`config.mk`:
```
export PLATFORM = sky130hd
export DESIGN_NAME = fifo_ld_req_arbiter
export DESIGN_NICKNAME = d
export VERILOG_FILES = /design/src/rtl/fifo_ld_req_arbiter.sv
export SDC_FILE = /design/constraint.sdc
export NUM_CORES = 1
export LEC_CHECK = 0
export ABC_AREA = 1
export BUFFER_PORTS_ARGS = -buffer_cell sky130_fd_sc_hd__buf_2
export CAP_MARGIN = 25
export CELL_PAD_IN_SITES_DETAIL_PLACEMENT = 0
export CELL_PAD_IN_SITES_GLOBAL_PLACEMENT = 2
export CORE_UTILIZATION = 23
export CTS_BUF_LIST = sky130_fd_sc_hd__clkbuf_4
export DETAILED_ROUTE_END_ITERATION = 10
export PLACE_DENSITY_LB_ADDON = 0.2
export SKIP_CTS_REPAIR_TIMING = 1
export SLEW_MARGIN = 20
export SYNTH_ARGS = -nofsm -noshare
export SYNTH_HDL_FRONTEND = slang
export SYNTH_SLANG_ARGS = --single-unit
```
`constraint.sdc`:
```
create_clock -name clk -period 4.1 [get_ports clk]
set_input_delay 0.41 -clock clk [delete_from_list [all_inputs] [get_ports clk]]
set_output_delay 0.41 -clock clk [all_outputs]
set_load 0.01 [all_outputs]
```
`src/rtl/fifo_ld_req_arbiter.sv`:
```
// Round-robin arbiter sharing the load unit's single memory request port among
// N_REQ MSHR hubs, with per-requester in-flight caps and response routing.
module fifo_ld_req_arbiter #(
  parameter int                  N_REQ           = 4,
  parameter int                  ADDR_W          = 40,
  parameter int                  SIZE_W          = 3,
  parameter int                  DATA_W          = 64,
  parameter int                  MSHRID_W        = 8,
  parameter logic [MSHRID_W-1:0] MSHRID_BASE     = 8'd144,
  parameter int                  MAX_OUTSTANDING = 4
) (
  input  logic                      clk,
  input  logic                      rst_n,
  input  logic [N_REQ-1:0]          req_valid_i,
  output logic [N_REQ-1:0]          req_ready_o,
  input  logic [N_REQ*ADDR_W-1:0]   req_addr_i,
  input  logic [N_REQ*SIZE_W-1:0]   req_size_i,
  output logic                      mem_req_valid_o,
  input  logic                      mem_req_ready_i,
  output logic [ADDR_W-1:0]         mem_req_addr_o,
  output logic [SIZE_W-1:0]         mem_req_size_o,
  output logic [MSHRID_W-1:0]       mem_req_mshrid_o,
  input  logic                      mem_resp_valid_i,
  input  logic [MSHRID_W-1:0]       mem_resp_mshrid_i,
  input  logic [DATA_W-1:0]         mem_resp_data_i,
  output logic [N_REQ-1:0]          resp_valid_o,
  output logic [DATA_W-1:0]         resp_data_o,
  output logic                      stray_resp_o
);

  localparam int               IDX_W   = (N_REQ > 1) ? $clog2(N_REQ) : 1;
  localparam int               CNT_W   = $clog2(MAX_OUTSTANDING + 1);
  localparam logic [CNT_W-1:0] CNT_MAX = CNT_W'(MAX_OUTSTANDING);

  logic [IDX_W-1:0]    rr_ptr;
  logic [IDX_W-1:0]    winner;
  logic                grant_found;
  logic                slot_free;
  logic                accept;
  logic [N_REQ-1:0]    eligible;
  logic [N_REQ-1:0]    cnt_inc;
  logic [N_REQ-1:0]    resp_hit;
  logic                resp_match;
  logic                resp_in_range;
  logic [MSHRID_W-1:0] resp_off;
  logic [ADDR_W-1:0]   sel_addr;
  logic [SIZE_W-1:0]   sel_size;
  logic [CNT_W-1:0]    cnt [N_REQ];

  // (base + off) mod N_REQ for off < N_REQ, done with one conditional subtract.
  function automatic logic [IDX_W-1:0] wrap_add(input logic [IDX_W-1:0] base,
                                                input int unsigned      off);
    logic [IDX_W:0] sum;
    sum = {1'b0, base} + (IDX_W+1)'(off);
    if (sum >= (IDX_W+1)'(N_REQ)) sum = sum - (IDX_W+1)'(N_REQ);
    return sum[IDX_W-1:0];
  endfunction

  // ---------------------------------------------------------------------------
  // Arbitration
  // ---------------------------------------------------------------------------
  always_comb begin
    for (int i = 0; i < N_REQ; i++) begin
      eligible[i] = req_valid_i[i] && (cnt[i] < CNT_MAX);
    end
  end

  assign slot_free = !mem_req_valid_o || mem_req_ready_i;

  always_comb begin
    // NOTE: defaults first so every path assigns every output; otherwise a latch is inferred.
    grant_found = 1'b0;
    winner      = '0;
    for (int k = 0; k < N_REQ; k++) begin
      if (!grant_found && eligible[wrap_add(rr_ptr, k)]) begin
        grant_found = 1'b1;
        winner      = wrap_add(rr_ptr, k);
      end
    end
  end

  // Grant is suppressed while reset is low so no request is consumed during reset.
  assign accept      = rst_n && slot_free && grant_found;
  assign req_ready_o = accept ? (N_REQ'(1) << winner) : '0;

  always_comb begin
    sel_addr = '0;
    sel_size = '0;
    for (int i = 0; i < N_REQ; i++) begin
      if (winner == IDX_W'(i)) begin
        sel_addr = req_addr_i[i*ADDR_W +: ADDR_W];
        sel_size = req_size_i[i*SIZE_W +: SIZE_W];
      end
    end
  end

  always_ff @(posedge clk) begin
    if (!rst_n) begin
      rr_ptr <= '0;
    end else if (accept) begin
      rr_ptr <= wrap_add(winner, 1);
    end
  end

  // ---------------------------------------------------------------------------
  // One-entry output slot: refills in the same cycle it drains.
  // ---------------------------------------------------------------------------
  always_ff @(posedge clk) begin
    // NOTE: sequential state uses non-blocking assignments so every register samples pre-edge values.
    if (!rst_n) begin
      mem_req_valid_o  <= 1'b0;
      mem_req_addr_o   <= '0;
      mem_req_size_o   <= '0;
      mem_req_mshrid_o <= MSHRID_BASE;
    end else if (accept) begin
      mem_req_valid_o  <= 1'b1;
      mem_req_addr_o   <= sel_addr;
      mem_req_size_o   <= sel_size;
      mem_req_mshrid_o <= MSHRID_BASE + MSHRID_W'(winner);
    end else if (mem_req_ready_i) begin
      mem_req_valid_o  <= 1'b0;
    end
  end

  // ---------------------------------------------------------------------------
  // Response decode. Subtracting the base wraps ids below it to large values,
  // so a single unsigned compare checks both bounds (base + N_REQ must fit).
  // ---------------------------------------------------------------------------
  assign resp_off      = mem_resp_mshrid_i - MSHRID_BASE;
  assign resp_in_range = resp_off < MSHRID_W'(N_REQ);

  always_comb begin
    for (int i = 0; i < N_REQ; i++) begin
      resp_hit[i] = mem_resp_valid_i && resp_in_range &&
                    (resp_off == MSHRID_W'(i)) && (cnt[i] != '0);
      cnt_inc[i]  = accept && (winner == IDX_W'(i));
    end
  end

  assign resp_match = |resp_hit;

  // Counters cover the held request plus loads awaiting a response; a
  // same-cycle accept and matching response cancel out.
  always_ff @(posedge clk) begin
    if (!rst_n) begin
      for (int i = 0; i < N_REQ; i++) cnt[i] <= '0;
    end else begin
      for (int i = 0; i < N_REQ; i++) begin
        if (cnt_inc[i] && !resp_hit[i]) begin
          cnt[i] <= cnt[i] + CNT_W'(1);
        end else if (!cnt_inc[i] && resp_hit[i]) begin
          cnt[i] <= cnt[i] - CNT_W'(1);
        end
      end
    end
  end

  always_ff @(posedge clk) begin
    if (!rst_n) begin
      resp_valid_o <= '0;
      resp_data_o  <= '0;
      stray_resp_o <= 1'b0;
    end else begin
      resp_valid_o <= resp_hit;
      stray_resp_o <= mem_resp_valid_i && !resp_match;
      if (resp_match) resp_data_o <= mem_resp_data_i;
    end
  end

endmodule

```
==> results of run 1 <==
## critical path, stage by stage, from the launching register on
cell     delay [ps]
dfxtp_1         580
inv_4            90
nand2_1          90
nand2_2          90
nand2_1         120
nand2_1          80
nor2_1          130
nand2_1          70
nor2_1          110
nand2_1          60
o21a_1          140
ha_1            230
inv_2           400
nor2_1          220
buf_2           200
## through the flow
step,instances,setup WS [ps],area [sq um],utilization
2_1_floorplan,930,940,6580,-
3_3_place_gp,1617,810,8640,0.309
3_5_place_dp,1617,861,8640,0.309
4_1_cts,1649,455,8960,0.321
5_1_grt,1656,160,9000,0.322
6_report,1659,526,9010,0.323
## routing by layer
| layer | vias up | share of wire | track usage |
|---|---|---|---|
| met4 | 10 | 0.014 | 0.0528 |
| met5 | - | 0.0024 | 0 |
| li1 | 3776 | - | - |
| met1 | 3293 | 0.41 | 0.215 |
| met2 | 246 | 0.48 | 0.298 |
| met3 | 30 | 0.089 | 0.0719 |
## cells by family (layout without fill, tap and decap cells)
| group | Yosys count | after routing | synth area share |
|---|---|---|---|
| and+or+nand+nor | 457 | 457 | 0.294 |
| AOI/OAI and AO/OA | 213 | 213 | 0.186 |
| DFF | 129 | 129 | 0.412 |
| buffers and inverters | 110 | 454 | 0.0780 |
| adders and majority gates | 10 | 10 | 0.0225 |
| xor gates and xnor gates | 5 | 5 | 0.00667 |
| other | 2 | 13 | 0.00114 |
## cell usage in the layout (no fill, tap or decap), types with 6 or more instances in the layout
master    count
buf_2       369
buf_4        15
inv_1        29
o21ai_0     105
edfxtp_1     12
o211ai_2      8
dfxtp_1     117
nand3_1     116
nand2_1     177
clkbuf_4     17
o211ai_1     35
conb_1        6
a21oi_1      52
o21ai_1      11
nor2_1      148
diode_2       7
## path summary, 6_finish.rpt
path / slack [ps] / to / start
max: 530 / req_ready_o[3] / rr_ptr[0]
min: 70 / resp_data_o[20] / mem_resp_data_i[20]
max reg2reg: 780 / cnt[1][2] / rr_ptr[0]
min reg2reg: 480 / mem_req_addr_o[39] / mem_req_addr_o[39]
## flip-flops by register name, indices dropped and copies added, names as in the netlist
signal and cells:
mem_req_size_o 3, resp_valid_o 4, mem_req_mshrid_o 2, stray_resp_o 1, mem_req_addr_o 40, mem_req_valid_o 1
cnt 12, resp_data_o 64, rr_ptr 2
## Yosys cell counts, types with 2 or more instances
master / number
o211ai_2: 8
inv_2: 4
buf_6: 6
xor2_1: 3
nor4_1: 2
fa_1: 3
conb_1: 2
a21oi_1: 52
o21ai_0: 105
buf_2: 13
buf_4: 9
nand2_2: 4
edfxtp_1: 12
nand3_2: 2
nor2_1: 148
nand2_1: 177
inv_1: 29
buf_1: 5
o21ai_1: 11
ha_1: 7
dfxtp_1: 117
nand3_1: 116
clkbuf_1: 41
o211ai_1: 35
nor3_1: 4
xnor2_1: 2
## power by group
group / switching (mW) / leakage [nW] / internal [mW]
clock network: 0.604 / 0.174 / 0.396
registers: 0.132 / 1.08 / 1.56
logic: 3.73 / 3.59 / 1.81
total: 4.46 / 4.84 / 3.77
## final cells by class
cell class / instances / area, sq um / area share
Multi-Input combinational cell: 691 / 3370 / 0.374
Sequential cell: 129 / 2700 / 0.300
Timing Repair Buffer: 387 / 1990 / 0.221
Tap cell: 378 / 473 / 0.0525
Clock inverter: 15 / 196 / 0.0218
Inverter: 35 / 134 / 0.0149
Clock buffer: 17 / 128 / 0.0142
Antenna cell: 7 / 17.5 / 0.00194
==> results by group, run 1 <==
Status
  • Status: finished clean

Logic synthesis
  • Post-synth EDFFs: 12
  • Synth top area share: 0.357
  • Yosys warning total: 0
  • Async S/R FF share, synth: 0
  • Synthesized area: ~6600 sq um
  • Synth Instances: 926
  • Synth area leader: dfxtp_1
  • Top_reg_cell synth: dfxtp_1
  • Largest cells by area after synthesis: dfxtp_1 36%, nand2_1 10%, nand3_1 8.8%
  • Post-synthesis sequential area ratio: 0.412
  • Seq cells post-synth: ~130
  • Syn Area/Cell: about 7 sq um
  • Yosys cell types: 35

GRT
  • GRT Overall Usage: 0.181
  • Largest net degree at the start of global routing: slightly below 80
  • First-pass GRT wire length: around 40000 um
  • Grt ovf: 0
  • Initial antenna violation count: 11
  • Vias in the first global route: about 7000

STA
  • Period minus WS final: around 3600 ps
  • Final Setup Violations: 0
  • Final TNS setup: 0 ps
  • Upper clock frequency limit: 280 MHz
  • Worst hold slack: around 68 ps
  • Normalized max-slew margin: 0.496
  • Slew Viols, Final: 0
  • Worst slew pin tran: around 760 ps
  • Period utilization: 0.872
  • Final hold violation count: 0
  • RSZ-0062 raised after global routing: false
  • Final Skew: 39.9 ps

Drt
  • Via count: 7355
  • Routed Wire Length: 27200 um
  • Vias per cell: ~4.4
  • # DRC: 0
  • DRT Pass-1 Iters: 5
  • 1st-iter DRT viols: ~370
  • Final ANT Viol Nets: 0
  • Post-DR wirelength/cell: approximately 16 um

Power and ir drop
  • Total power: around 8 mW
  • P per Cell Area: 914 nW/um^2
  • Peak supply drop: slightly below 0.9 mV
  • Static leakage: 4.84 nW

Floorplanning
  • Die width: roughly 170 um
  • Rows: between 60 and 70
  • # IOs: about 380
  • Die Area: 29200 sq um
  • Die H: roughly 170 um
  • Initial Utilization: 0.235
  • Core area: about 28000 sq um

Job
  • Max cap viols: 0

Worst setup path
  • Worst EP arrival: about 3200 ps
  • Crit path capture type: output pin
  • CP required: 3690 ps
  • Crit path max fanout: 29
  • Startpoint types: flip-flop
  • R2R cell count: 18
  • Crit path kind: flip-flop to output pin

Clock tree
  • CTS H-tree depth: 4
  • Worst-skew pair later-pin latency: 550 ps
  • TritonCTS clock tree: yes
  • Clk Tree Root Cell: clkbuf_4
  • Max Root-Sink Buffers: 2
  • Cts bufs inserted: 17
  • Clock tree sinks: around 130
  • CTS clock-pin slew for the worst setup and hold paths: 170 ps

Worst hold path
  • Hold Crit Depth: 3
  • Hold/Removal Path Class: input pin to flip-flop

Finish
  • Synthesis-to-finish area growth: 37.3%
  • Layout cells sized above 1: 0.347
  • Filler Cell Count: roughly 3200
  • Final #Nets: 1523

Placed design
  • IO Port Bufs: 370
  • Hpwl dp: about 20000 um
  • GP Congestion: approximately 0.76
No activity file was read; power rests on OpenSTA's default activity.
==> run 2: changes to the inputs <==
--- a/config.mk
+++ b/config.mk
@@ -8,12 +8,13 @@
 export ABC_AREA = 1
 export BUFFER_PORTS_ARGS = -buffer_cell sky130_fd_sc_hd__buf_2
 export CAP_MARGIN = 25
-export CELL_PAD_IN_SITES_DETAIL_PLACEMENT = 0
+export CELL_PAD_IN_SITES_DETAIL_PLACEMENT = 1
 export CELL_PAD_IN_SITES_GLOBAL_PLACEMENT = 2
 export CORE_UTILIZATION = 23
 export CTS_BUF_LIST = sky130_fd_sc_hd__clkbuf_4
 export DETAILED_ROUTE_END_ITERATION = 10
 export PLACE_DENSITY_LB_ADDON = 0.2
+export REMOVE_ABC_BUFFERS = 1
 export SKIP_CTS_REPAIR_TIMING = 1
 export SLEW_MARGIN = 20
 export SYNTH_ARGS = -nofsm -noshare
==> results by group, run 2 (synthesized netlist as in run 1, its figures left out) <==
Power and ir drop
  • Seq pwr share: 0.203
  • Clock share of power: 0.117
  • Sw Share: 0.548
  • Internal: between 3 and 4 mW
  • Peak supply drop: 0.540 mV
  • Net load switching power: 4.61 mW
  • Combinational share of power: 0.681
  • Static leakage: around 4.8 nW
  • P per Cell Area: approximately 940 nW/um^2
  • Total power: 8.40 mW

Drt
  • Routed Wire Length: between 20000 and 30000 um
  • DRT Pass-1 Iters: 4
  • # DRC: 0
  • Final ANT Viol Nets: 0
  • Post-DR wirelength/cell: around 17 um
  • Via count: 7503
  • Vias per cell: 4.54
  • 1st-iter DRT viols: ~300

Finish
  • FF/Latch Area: around 2700 sq um
  • Top flop regs: resp_data_o: 64 flops, mem_req_addr_o: 40 flops, cnt: 12 flops
  • Largest Register: resp_data_o
  • Most frequent cells in the layout: 369 x buf_2, 177 x nand2_1, 148 x nor2_1
  • Most common cell after layout, fill and taps aside: buf_2
  • Largest register FFs: 64
  • Post-Layout Inst Area: 8970 sq um
  • Layout cells sized above 1: 0.347
  • Final #Nets: 1519
  • Area of the multi-input gates: 3370 sq um
  • Filler Cell Count: between 3000 and 4000
  • Synthesis-to-finish area growth: 36.7%

Clock tree
  • Clock tree sinks: roughly 130
  • CTS H-tree depth: 4
  • Cts bufs inserted: 17
  • Clk Tree Root Cell: clkbuf_4
  • TritonCTS clock tree: yes
  • CTS clock-pin slew for the worst setup and hold paths: 160 ps
  • Worst-skew pair later-pin latency: roughly 570 ps
  • Max Root-Sink Buffers: 2

Placed design
  • Placed cell area: around 8600 sq um
  • GP Congestion: between 0.7 and 0.8
  • Hpwl dp: 21000 um
  • IO Port Bufs: 370

STA
  • Normalized max-slew margin: 0.500
  • Period utilization: 0.894
  • Final Setup Violations: 0
  • Worst slew pin tran: about 750 ps
  • Slew Viols, Final: 0
  • Worst hold slack: approximately 50 ps
  • RSZ-0062 raised after global routing: false
  • Final hold violation count: 0
  • Final TNS setup: 0 ps
  • Upper clock frequency limit: 273 MHz
  • Final Skew: 32.0 ps
  • Period minus WS final: 3670 ps

Status
  • Status: finished clean

Floorplanning
  • Die H: 171 um
  • Rows: between 60 and 70
  • Initial Utilization: 0.235
  • # IOs: about 380
  • Die Area: 29200 sq um
  • Die width: around 170 um
  • Core area: 27900 sq um

GRT
  • Grt ovf: 0
  • First-pass GRT wire length: 42900 um
  • Initial antenna violation count: 9
  • GRT Overall Usage: 0.194
  • Vias in the first global route: 7590
  • Largest net degree at the start of global routing: between 70 and 80

Worst setup path
  • Most frequent CP cell: nand2_1
  • CP required: 3690 ps
  • Slowest-stage cell, CP: dfxtp_1
  • CP peak stage delay: just under 600 ps
  • Crit path kind: flip-flop to output pin
  • Crit path capture type: output pin
  • Worst EP arrival: around 3300 ps
  • Crit path max fanout: 45
  • CP cell instances: inv_4 > nand3_1 > nand2_1 > nand2_1 > nand2_1 > nor2_1 > nand2_1 > nor2_1 > o21a_1 > inv_1 > ha_2 > inv_2 > buf_4 > nor2_1 > buf_2
  • Startpoint types: flip-flop

Worst hold path
  • Hold/Removal Path Class: input pin to flip-flop

Job
  • Max cap viols: 0
run 2: cell count changes in the layout (fill, tap and decap cells not counted):
cell,previous run,this run
buf_4,15,11
diode_2,7,3
clkinv_4,3,0
clkinvlp_4,0,3
inv_6,2,5
buf_12,0,2
clkinv_8,2,0
dlygate4sd3_1,3,1
inv_8,5,3
clkbuf_4,17,18
clkinv_1,1,0
inv_4,1,2
run 2: power by group through the flow:
stage | combinational [mW] | sequential (mW) | clock (mW)
6_report | 5.72 | 1.70 | 0.979
5_1_grt | 6.55 | 1.73 | 1.08
4_1_cts | 5.88 | 1.71 | 1.03
3_5_place_dp | 5.86 | 1.73 | 0
3_3_place_gp | 5.83 | 1.72 | 0
2_1_floorplan | 3.75 | 1.79 | 0
run 2: final cells by class:
class | instances | area share
inverters | 35 | 0.0149
clock inverters | 14 | 0.0186
clock buffers | 18 | 0.0151
multi-input cells | 691 | 0.376
well taps | 378 | 0.0527
flip-flops and latches | 129 | 0.301
diodes | 3 | 0.000837
repair buffers | 383 | 0.221
run 2: worst paths after layout:
path,from,to,slack [ps],cells past startpoint
min reg2reg,mem_req_addr_o[10],mem_req_addr_o[10],480,2
min,mem_resp_data_i[39],resp_data_o[39],50,3
max,rr_ptr[0],req_ready_o[1],430,15
max reg2reg,rr_ptr[0],cnt[0][2],920,20
run 2: critical path: cells and delay by family, from the launching register on:
kind,cells,cell delay [ps]
AND/OR/NAND/NOR,8,840
flip-flops,1,590
AO/OA/AOI/OAI,1,220
adder cells (fa/ha/maj),1,190
buffers and inverters,5,870
run 2: per-layer routing:
metal / part of all wire / vias up / global-route usage
li1: - / 3752 / -
met2: 0.48 / 242 / 0.333
met5: 0.0020 / - / 0
met4: 0.013 / 10 / 0.0536
met3: 0.086 / 29 / 0.0685
met1: 0.42 / 3470 / 0.227
run 2: through the flow:
| step | setup slack, ps | instances | util |
|---|---|---|---|
| after detailed placement | 927 | 1615 | 0.310 |
| after CTS | 314 | 1647 | 0.320 |
| final | 434 | 1651 | 0.321 |
| after floorplan | 49.4 | 855 | - |
| after global routing | 4.24 | 1651 | 0.321 |
| after global placement | 1000 | 1615 | 0.310 |
